`src/rtl/ifid_pkg.sv`:
```
// Shared types and constants for the IF/ID pipeline register and its slot registers.
// Combinational only: constants, types and a state-decode helper.
package ifid_pkg;

    localparam int          IFID_XLEN      = 32;
    localparam logic [31:0] IFID_NOP_INSTR = 32'h0000_0000;

    typedef enum logic [1:0] {
        ST_EMPTY = 2'd0,
        ST_ONE   = 2'd1,
        ST_TWO   = 2'd2
    } ifid_state_e;

    typedef struct packed {
        logic [IFID_XLEN-1:0] instr;
        logic [IFID_XLEN-1:0] pc;
        logic                 valid;
    } ifid_slot_t;

    // Occupancy is fully described by the two slot valid bits.
    function automatic ifid_state_e slot_state(input logic main_vld, input logic skid_vld);
        if (!main_vld)
            return ST_EMPTY;
        return skid_vld ? ST_TWO : ST_ONE;
    endfunction

endpackage

```
`src/rtl/ifid_pipe_reg_if.sv`:
```
// Fetch-to-decode bundle: fetch data in, hazard controls in, decode data out.
// master = fetch/hazard side, slave = the IF/ID register.
interface ifid_pipe_reg_if
    import ifid_pkg::*;
#(
    parameter int XLEN = IFID_XLEN
);
    logic [XLEN-1:0] instr_in;
    logic [XLEN-1:0] pc_in;
    logic            valid_in;
    logic            in_ready;
    logic            stall;
    logic            flush;
    logic [XLEN-1:0] instr_out;
    logic [XLEN-1:0] pc_out;
    logic            valid_out;

    modport master (
        output instr_in, pc_in, valid_in, stall, flush,
        input  in_ready, instr_out, pc_out, valid_out
    );

    modport slave (
        input  instr_in, pc_in, valid_in, stall, flush,
        output in_ready, instr_out, pc_out, valid_out
    );

endinterface

```
`src/rtl/pipe_skid_slot.sv`:
```
// One {instr, pc, valid} register with clear (priority) and load; otherwise holds.
// Latency 1 cycle; no backpressure of its own, the caller decides when to load.
module pipe_skid_slot
    import ifid_pkg::*;
#(
    parameter int              XLEN      = IFID_XLEN,
    parameter logic [XLEN-1:0] NOP_INSTR = XLEN'(IFID_NOP_INSTR)
) (
    input  logic            clk,
    input  logic            reset,
    input  logic            load,
    input  logic            clear,
    input  logic [XLEN-1:0] instr_d,
    input  logic [XLEN-1:0] pc_d,
    input  logic            valid_d,
    output logic [XLEN-1:0] instr_q,
    output logic [XLEN-1:0] pc_q,
    output logic            valid_q
);

    always_ff @(posedge clk or posedge reset) begin
        if (reset) begin
            instr_q <= NOP_INSTR;
            pc_q    <= '0;
            valid_q <= 1'b0;
        end else if (clear) begin
            instr_q <= NOP_INSTR;
            pc_q    <= '0;
            valid_q <= 1'b0;
        end else if (load) begin
            instr_q <= instr_d;
            pc_q    <= pc_d;
            valid_q <= valid_d;
        end
    end

endmodule

```
`src/rtl/ifid_pipe_reg.sv`:
```
// IF/ID register with one-entry skid, flush-to-bubble and saturating stall counter.
// Latency 1 cycle (skidded entries wait for the first unstalled edge); in_ready drops while the skid is full.
module ifid_pipe_reg
    import ifid_pkg::*;
#(
    parameter int              XLEN      = IFID_XLEN,
    parameter logic [XLEN-1:0] NOP_INSTR = XLEN'(IFID_NOP_INSTR),
    parameter int              CNT_W     = 16
) (
    input  logic              clk,
    input  logic              reset,
    ifid_pipe_reg_if.slave    bus,
    output logic [CNT_W-1:0]  stall_cnt
);

    logic [XLEN-1:0] main_instr, main_pc, skid_instr, skid_pc;
    logic            main_vld, skid_vld;

    logic [XLEN-1:0] main_instr_d, main_pc_d;
    logic            main_vld_d;
    logic            main_load, main_clr, skid_load, skid_clr;
    logic            accept;
    ifid_state_e     state;

    always_comb begin
        main_instr_d = bus.instr_in;
        main_pc_d    = bus.pc_in;
        main_vld_d   = 1'b1;
        main_load    = 1'b0;
        main_clr     = 1'b0;
        skid_load    = 1'b0;
        skid_clr     = 1'b0;
        state        = slot_state(main_vld, skid_vld);
        accept       = bus.valid_in && !skid_vld;

        if (bus.flush) begin
            main_clr = 1'b1;
            skid_clr = 1'b1;
        end else if (!bus.stall) begin
            main_load = 1'b1;
            case (state)
                ST_TWO: begin
                    main_instr_d = skid_instr;
                    main_pc_d    = skid_pc;
                    skid_clr     = 1'b1;
                end
                default: begin
                    // Nothing to advance: decode sees a bubble that keeps the last PC.
                    if (!accept) begin
                        main_instr_d = NOP_INSTR;
                        main_pc_d    = main_pc;
                        main_vld_d   = 1'b0;
                    end
                end
            endcase
        end else begin
            case (state)
                ST_EMPTY: main_load = accept;
                ST_ONE:   skid_load = accept;
                default:  ;
            endcase
        end
    end

    pipe_skid_slot #(.XLEN(XLEN), .NOP_INSTR(NOP_INSTR)) u_main (
        .clk     (clk),
        .reset   (reset),
        .load    (main_load),
        .clear   (main_clr),
        .instr_d (main_instr_d),
        .pc_d    (main_pc_d),
        .valid_d (main_vld_d),
        .instr_q (main_instr),
        .pc_q    (main_pc),
        .valid_q (main_vld)
    );

    pipe_skid_slot #(.XLEN(XLEN), .NOP_INSTR(NOP_INSTR)) u_skid (
        .clk     (clk),
        .reset   (reset),
        .load    (skid_load),
        .clear   (skid_clr),
        .instr_d (bus.instr_in),
        .pc_d    (bus.pc_in),
        .valid_d (1'b1),
        .instr_q (skid_instr),
        .pc_q    (skid_pc),
        .valid_q (skid_vld)
    );

    // Counts decode-stall cycles on real instructions; flush does not touch it.
    always_ff @(posedge clk or posedge reset) begin
        if (reset)
            stall_cnt <= '0;
        else if (bus.stall && main_vld && (stall_cnt != '1))
            stall_cnt <= stall_cnt + 1'b1;
    end

    assign bus.instr_out = main_instr;
    assign bus.pc_out    = main_pc;
    assign bus.valid_out = main_vld;
    assign bus.in_ready  = !skid_vld;

endmodule

```
`src/flat_wrapper.sv`:
```
// flat-port wrapper written by rule: the top's interface ports become plain ports
module ifid_pipe_reg_flat import ifid_pkg::*;
#(
    parameter int              XLEN      = IFID_XLEN,
    parameter logic [XLEN-1:0] NOP_INSTR = XLEN'(IFID_NOP_INSTR),
    parameter int              CNT_W     = 16
)
  (clk, reset, stall_cnt, bus_instr_in, bus_pc_in, bus_valid_in, bus_stall, bus_flush, bus_in_ready, bus_instr_out, bus_pc_out, bus_valid_out);
  ifid_pipe_reg_if #(.XLEN(XLEN)) bus_i ();
  input  logic clk;
  input  logic reset;
  output logic [CNT_W-1:0] stall_cnt;
  input wire logic [$bits(bus_i.instr_in)-1:0] bus_instr_in;
  input wire logic [$bits(bus_i.pc_in)-1:0] bus_pc_in;
  input wire logic [$bits(bus_i.valid_in)-1:0] bus_valid_in;
  input wire logic [$bits(bus_i.stall)-1:0] bus_stall;
  input wire logic [$bits(bus_i.flush)-1:0] bus_flush;
  output wire logic [$bits(bus_i.in_ready)-1:0] bus_in_ready;
  output wire logic [$bits(bus_i.instr_out)-1:0] bus_instr_out;
  output wire logic [$bits(bus_i.pc_out)-1:0] bus_pc_out;
  output wire logic [$bits(bus_i.valid_out)-1:0] bus_valid_out;
  assign bus_i.instr_in = bus_instr_in;
  assign bus_i.pc_in = bus_pc_in;
  assign bus_i.valid_in = bus_valid_in;
  assign bus_i.stall = bus_stall;
  assign bus_i.flush = bus_flush;
  assign bus_in_ready = bus_i.in_ready;
  assign bus_instr_out = bus_i.instr_out;
  assign bus_pc_out = bus_i.pc_out;
  assign bus_valid_out = bus_i.valid_out;
  ifid_pipe_reg #(.XLEN(XLEN), .NOP_INSTR(NOP_INSTR), .CNT_W(CNT_W)) u_core (.clk(clk), .reset(reset), .bus(bus_i), .stall_cnt(stall_cnt));
endmodule
```
`config.mk`:
```
export PLATFORM = sky130hd
export DESIGN_NAME = ifid_pipe_reg_flat
export DESIGN_NICKNAME = d
export VERILOG_FILES = /design/src/rtl/ifid_pkg.sv /design/src/rtl/ifid_pipe_reg_if.sv /design/src/rtl/pipe_skid_slot.sv /design/src/rtl/ifid_pipe_reg.sv /design/src/flat_wrapper.sv
export SDC_FILE = /design/constraint.sdc
export NUM_CORES = 1
export LEC_CHECK = 0
export ABC_AREA = 1
export CAP_MARGIN = 20
export CORE_MARGIN = 4
export CORE_UTILIZATION = 50
export DETAILED_ROUTE_END_ITERATION = 8
export PLACE_DENSITY = 0.8
export SYNTH_ARGS = -nofsm -noshare
export SYNTH_HDL_FRONTEND = slang
export SYNTH_SLANG_ARGS = --single-unit
```
`constraint.sdc`:
```
create_clock -name clk -period 7.45 [get_ports clk]
set_input_delay 2.235 -clock clk [delete_from_list [all_inputs] [get_ports clk]]
set_output_delay 2.235 -clock clk [all_outputs]
set_load 0.01 [all_outputs]
```
# --- Yosys cells after proc, flatten, opt, wreduce, memory -nomap -nowiden ---
# Cells that the tools add are included.
# W data, S select, Z words.
word_totals:
  register_bits: 146
  output_inout_bits: 82
  input_bits: 69
op_classes:
  reduce_logical: 9
  add_sub_neg: 1
  eq_ne: 3
  mux: 36
op_table:
  columns: ["operator", "n"]
  rows:
  - ["$mux W32", 16]
  - ["$mux W1", 18]
  - ["$add A16 B1 Y16 const B", 1]
  - ["$ne A16 B16 Y1 const B", 1]
  - ["$reduce_bool A5 Y1", 1]
  - ["$mux W2", 2]
  - ["$reduce_bool A2 Y1", 2]
  - ["$logic_and A1 B1 Y1", 3]
  - ["$eq A2 B1 Y1 const B", 1]
  - ["$eq A2 B2 Y1 const B", 1]
  - ["$logic_not A2 Y1", 1]
  - ["$reduce_and A2 Y1", 1]
  - ["$logic_not A1 Y1", 1]

# --- Longest topological paths before layout ---
depth:
  ltp_word: 8
  depth_mapped: 9
  mapped_depth_nobuf: 8

# --- Hierarchy ---
# Synthesis repeated with hierarchy kept, for this count alone.
hier_totals:
  hier_cells: 979
  hier_area_um2: 7490.9
by_module_without_submodules:
  columns: ["module", "cells_each", "area_each_um2", "instances"]
  rows:
  - ["pipe_skid_slot", 284, 2576.2, 2]
  - ["ifid_pipe_reg", 411, 2338.5, 1]

# --- Worst setup path after synthesis ---
# Ideal clock, no wire load.
synth_path:
  path_type: "input to register"
  start: "input port bus_valid_in"
  end: "register u_core.u_main.instr_q[13]"
  path_stages: 6
  n_path_buf: 1
  t_arrival_ns: 2.997
  t_required_ns: 7.367
  setup_time_ns: 0.083
  path_slack_ns: 4.371
  cell_sequence: "nand2_1 > or2_1 > a21oi_2 > buf_4 > nand2_1 > o21ai_0"
synth_via:
  elab_chain_len: 7
synth_lines:
  columns: ["element", "line", "rtl"]
  rows:
  - ["start: declaration", "flat_wrapper.sv:15", "input wire logic [$bits(bus_i.valid_in)-1:0] bus_valid_in;"]
  - ["$logic_and A1 B1 Y1 (*)", "ifid_pipe_reg.sv:34", "accept = bus.valid_in && !skid_vld;"]
  - ["$mux W32", "ifid_pipe_reg.sv:49", "if (!accept) begin"]
  - ["$mux W32", "ifid_pipe_reg.sv:41", "case (state)"]
  - ["$mux W32", "ifid_pipe_reg.sv:39", "end else if (!bus.stall) begin"]
  - ["$mux W32", "ifid_pipe_reg.sv:36", "if (bus.flush) begin"]
  - ["$mux W32", "pipe_skid_slot.sv:30", "end else if (load) begin"]
  - ["$mux W32", "pipe_skid_slot.sv:26", "end else if (clear) begin"]
  - ["end signal: assignment", "pipe_skid_slot.sv:31", "instr_q <= instr_d;"]
  - ["end: declaration", "pipe_skid_slot.sv:16", "output logic [XLEN-1:0] instr_q,"]
# Mark *: on every way between the ends. The rest lies on a longest branch, timed or not. The select of a mux whose other input is x is not followed.
# A chain may end at the register's enable or synchronous reset.

# --- Worst setup path after layout ---
layout_path:
  start: "input port bus_stall"
  end: "register u_core.u_skid.instr_q[26]"
layout_via:
  elab_chain_len: 3
layout_lines:
  columns: ["element", "line", "rtl"]
  rows:
  - ["start: declaration", "flat_wrapper.sv:16", "input wire logic [$bits(bus_i.stall)-1:0] bus_stall;"]
  - ["$mux W1", "ifid_pipe_reg.sv:39", null]
  - ["$mux W1", "ifid_pipe_reg.sv:36", null]
  - ["$mux W32 / $reduce_bool A2 Y1 (equally long branches)", null, null]
  - ["end signal: assignment", "pipe_skid_slot.sv:31", null]
  - ["end: declaration", "pipe_skid_slot.sv:16", null]
# Several ways; a longest one is shown, not always the timed one.

==> reports/qor.yml <==
cts_hold_buffers: 0
cp_top_family: "simple AND/OR/NAND/NOR gates"
cts_num_sinks: 146
timing.fmax_ghz: 0.223
r2r_start: "u_core.u_main.valid_q"
min_period_ps: 4490
die-area_um2: 15100
reg2reg_depth: 4
initial_core_util_pct: 51.7
hold_path_depth: 2
drtIter0Drc: 654
insertion_delay_ps: 430
end_kind: "register"
timing.hold.ws_ps: 480
dpl.hpwl_um: 10300
antenna_found_initial: 0
firstDrtPassIters: 7
cts_setup_buffers: 0
worstMarginPinSlew_ps: 995
cp-start-kind: "input port"
fin_setup_tns_ps: 0
detailroute.via_count: 5651
vdd_ir_drop_max_uv: 142
setup_viol: 0
grt_overflow: 0
rrSetupSlack_ps: 4910
yosysWarnings: 0
crit_top_cell: "nand3_2"
hold_path_class: "reg -> reg"
maxCapViolCount: 0
power_density_nw_per_um2: 239
critical_path_required_ps: 7720
pin_count: 151
hold_path_end: "u_core.u_main.pc_q[3]"
final_max_slew_viol_count: 0
finalNetCount: 994
die_w_um: 123
syn_avg_cell_area_um2: 8.43
min_from: "u_core.u_main.pc_q[3]"
drtAntennaViolNets: 0
hold_viol_final: 0
synth_cell_types: 24
drive_above_1_share_pct: 5.44
synthCells: 783
place_ws_ps: 2300
multi_input_area_um2: 2050
r2r_end: "u_core.u_skid.instr_q[26]"
routed_wl_um: 16400
finClkSkew_ps: 6.98
worst_path_largest_cell_delay_ps: 630
vias_per_cell: 5.10
fillCellCount: 971
coreArea_um2: 12800
crit_buf_inv: 3
cp_max_fo: 45
grt_max_degree: 117
path_clk_slew_ps: 60
gp_congestion: 0.786
period_share_pct: 60.2
root_buffer: "clkbuf_16"
drc: 0
status: "complete, no violations"
ys_seq_elements: 146
wl_per_cell_um: 14.8
crit_slowest_cell: "nand3_2"
maxSlewHeadroom_pct: 33.6
path_cells: "clkdlybuf4s50_1 > inv_1 > nand3_2 > nand3_2 > buf_4 > o22ai_1"
grt_pass1_vias: 5495
htreeDepth: 4
track_usage_pct: 22.7
cts_made_buffers: 17
crit_type: "in -> reg"
clockBufferDepth: 2
die_h_um: 123
syn_to_final_growth_pct: 33.8
seq_area_um2: 3650
rsz0062_at_grt: "false"
cts.repair.resized: 0
power_leakage_nw: 4.11
grt_pass1_wl_um: 26900
cts_tree: "yes"
diodes: 0
worstPathArrival_ps: 4760
row_count: 41
timing.final.ws_setup_ps: 2960
synth_area_um2: 6600
portBuffers: 150
syn_nets: 853
seq_area_frac_synth_pct: 55.3
layout make-up:
| class | count | share of cell area, % |
|---|---|---|
| clock buffers | 23 | 5.53 |
| repair buffers | 161 | 18.2 |
| clock inverters | 9 | 1.45 |
| multi-input cells | 417 | 23.2 |
| inverters | 181 | 7.75 |
| flip-flops and latches | 146 | 41.4 |
| well taps | 172 | 2.44 |
how the worst max path moves through the flow:
stage,depth (start not counted),endpoint,startpoint,slack [ps]
after global routing,8,u_core.u_main.pc_q[12],bus_stall,2790
after floorplan,1,u_core.stall_cnt[0],reset,1290
after CTS,7,u_core.u_main.pc_q[12],bus_stall,2750
after detailed placement,7,u_core.u_main.pc_q[12],bus_stall,2300
final,6,u_core.u_skid.instr_q[26],bus_stall,2960
after global placement,7,u_core.u_main.pc_q[21],bus_stall,2410
Yosys cell counts:
| library cell | number | area [um^2] |
|---|---|---|
| nor2_1 | 19 | 71.3 |
| xor2_1 | 2 | 17.5 |
| or2_1 | 1 | 6.26 |
| nand3_1 | 9 | 45.0 |
| o21a_1 | 1 | 7.51 |
| nand3b_1 | 2 | 15.0 |
| inv_2 | 3 | 11.3 |
| clkbuf_1 | 5 | 18.8 |
| nor2_2 | 2 | 12.5 |
| buf_2 | 18 | 90.1 |
| dfrtp_1 | 146 | 3650 |
| xnor2_1 | 4 | 35.0 |
| buf_1 | 4 | 15.0 |
| o21ai_1 | 18 | 90.1 |
| o21ai_0 | 26 | 130 |
| a21oi_2 | 1 | 8.76 |
| nand4_1 | 7 | 43.8 |
| nand2_1 | 193 | 724 |
| ha_1 | 1 | 12.5 |
| buf_4 | 11 | 82.6 |
| nand3_2 | 3 | 30.0 |
| buf_6 | 1 | 11.3 |
| inv_1 | 178 | 668 |
| o22ai_1 | 128 | 801 |
through the flow:
| step | power (mW) | instances | area, um^2 | util (%) |
|---|---|---|---|---|
| 2_1_floorplan | 1.06 | 783 | 6600 | - |
| 3_3_place_gp | 1.23 | 1074 | 8170 | 63.9 |
| 3_5_place_dp | 1.23 | 1075 | 8170 | 64.0 |
| 4_1_cts | 2.12 | 1107 | 8790 | 68.8 |
| 5_1_grt | 2.20 | 1109 | 8830 | 69.1 |
| 6_report | 2.11 | 1109 | 8830 | 69.1 |
worst reg2reg max path, cell delays in order (launching register included):
cell	delay, ps
dfrtp_1	460
nand3_2	600
nand3_2	630
buf_4	510
o22ai_1	190
kinds of logic (layout without fill, tap and decap cells):
kind of cell    Yosys count  in the layout  synth area share [%]
simple gates            236            236                  14.4
compound gates          174            174                  15.7
fa+ha+maj                 1              1                 0.190
xor+xnor                  6              6                 0.796
buf+inv                 220            374                  13.6
flops                   146            146                  55.3
registers in the layout, summed over array words and instances (netlist names):
name                   flops
u_core.u_skid.instr_q     32
u_core.u_main.pc_q        32
u_core.u_main.valid_q      1
u_core.u_skid.pc_q        32
u_core.u_skid.valid_q      1
u_core.u_main.instr_q     32
u_core.stall_cnt          16
per-layer routing:
| layer | routed length [um] | global-route usage (%) | vias up |
|---|---|---|---|
| met3 | 1090 | 5.58 | 27 |
| met4 | 296 | 7.91 | 0 |
| li1 | - | - | 2777 |
| met2 | 7730 | 34.7 | 183 |
| met1 | 7260 | 32.0 | 2664 |
| met5 | 0 | 0 | - |
layout by cell type (no fill, tap or decap):
cell type	count
nand2_1	193
inv_1	177
clkdlybuf4s50_1	150
dfrtp_1	146
o22ai_1	128
o21ai_0	26
nor2_1	19
o21ai_1	18
clkbuf_16	17
nand3_1	9
buf_4	9
nand4_1	7
xnor2_1	4
clkbuf_8	4
nand3_2	3
inv_2	3
bufinv_16	3
clkinvlp_4	3
clkinv_2	3
nor2_2	2
xor2_1	2
nand3b_1	2
clkbuf_1	2
or2_1	1
a21oi_2	1
inv_6	1
o21a_1	1
ha_1	1
buf_8	1
buf_16	1
power breakdown:
group	total [mW]	switching (mW)	internal (mW)
registers	0.897	0.0495	0.847
clock network	0.882	0.322	0.560
logic	0.328	0.165	0.163
total	2.11	0.537	1.57
Note: power is estimated with default switching activity, not from simulation.
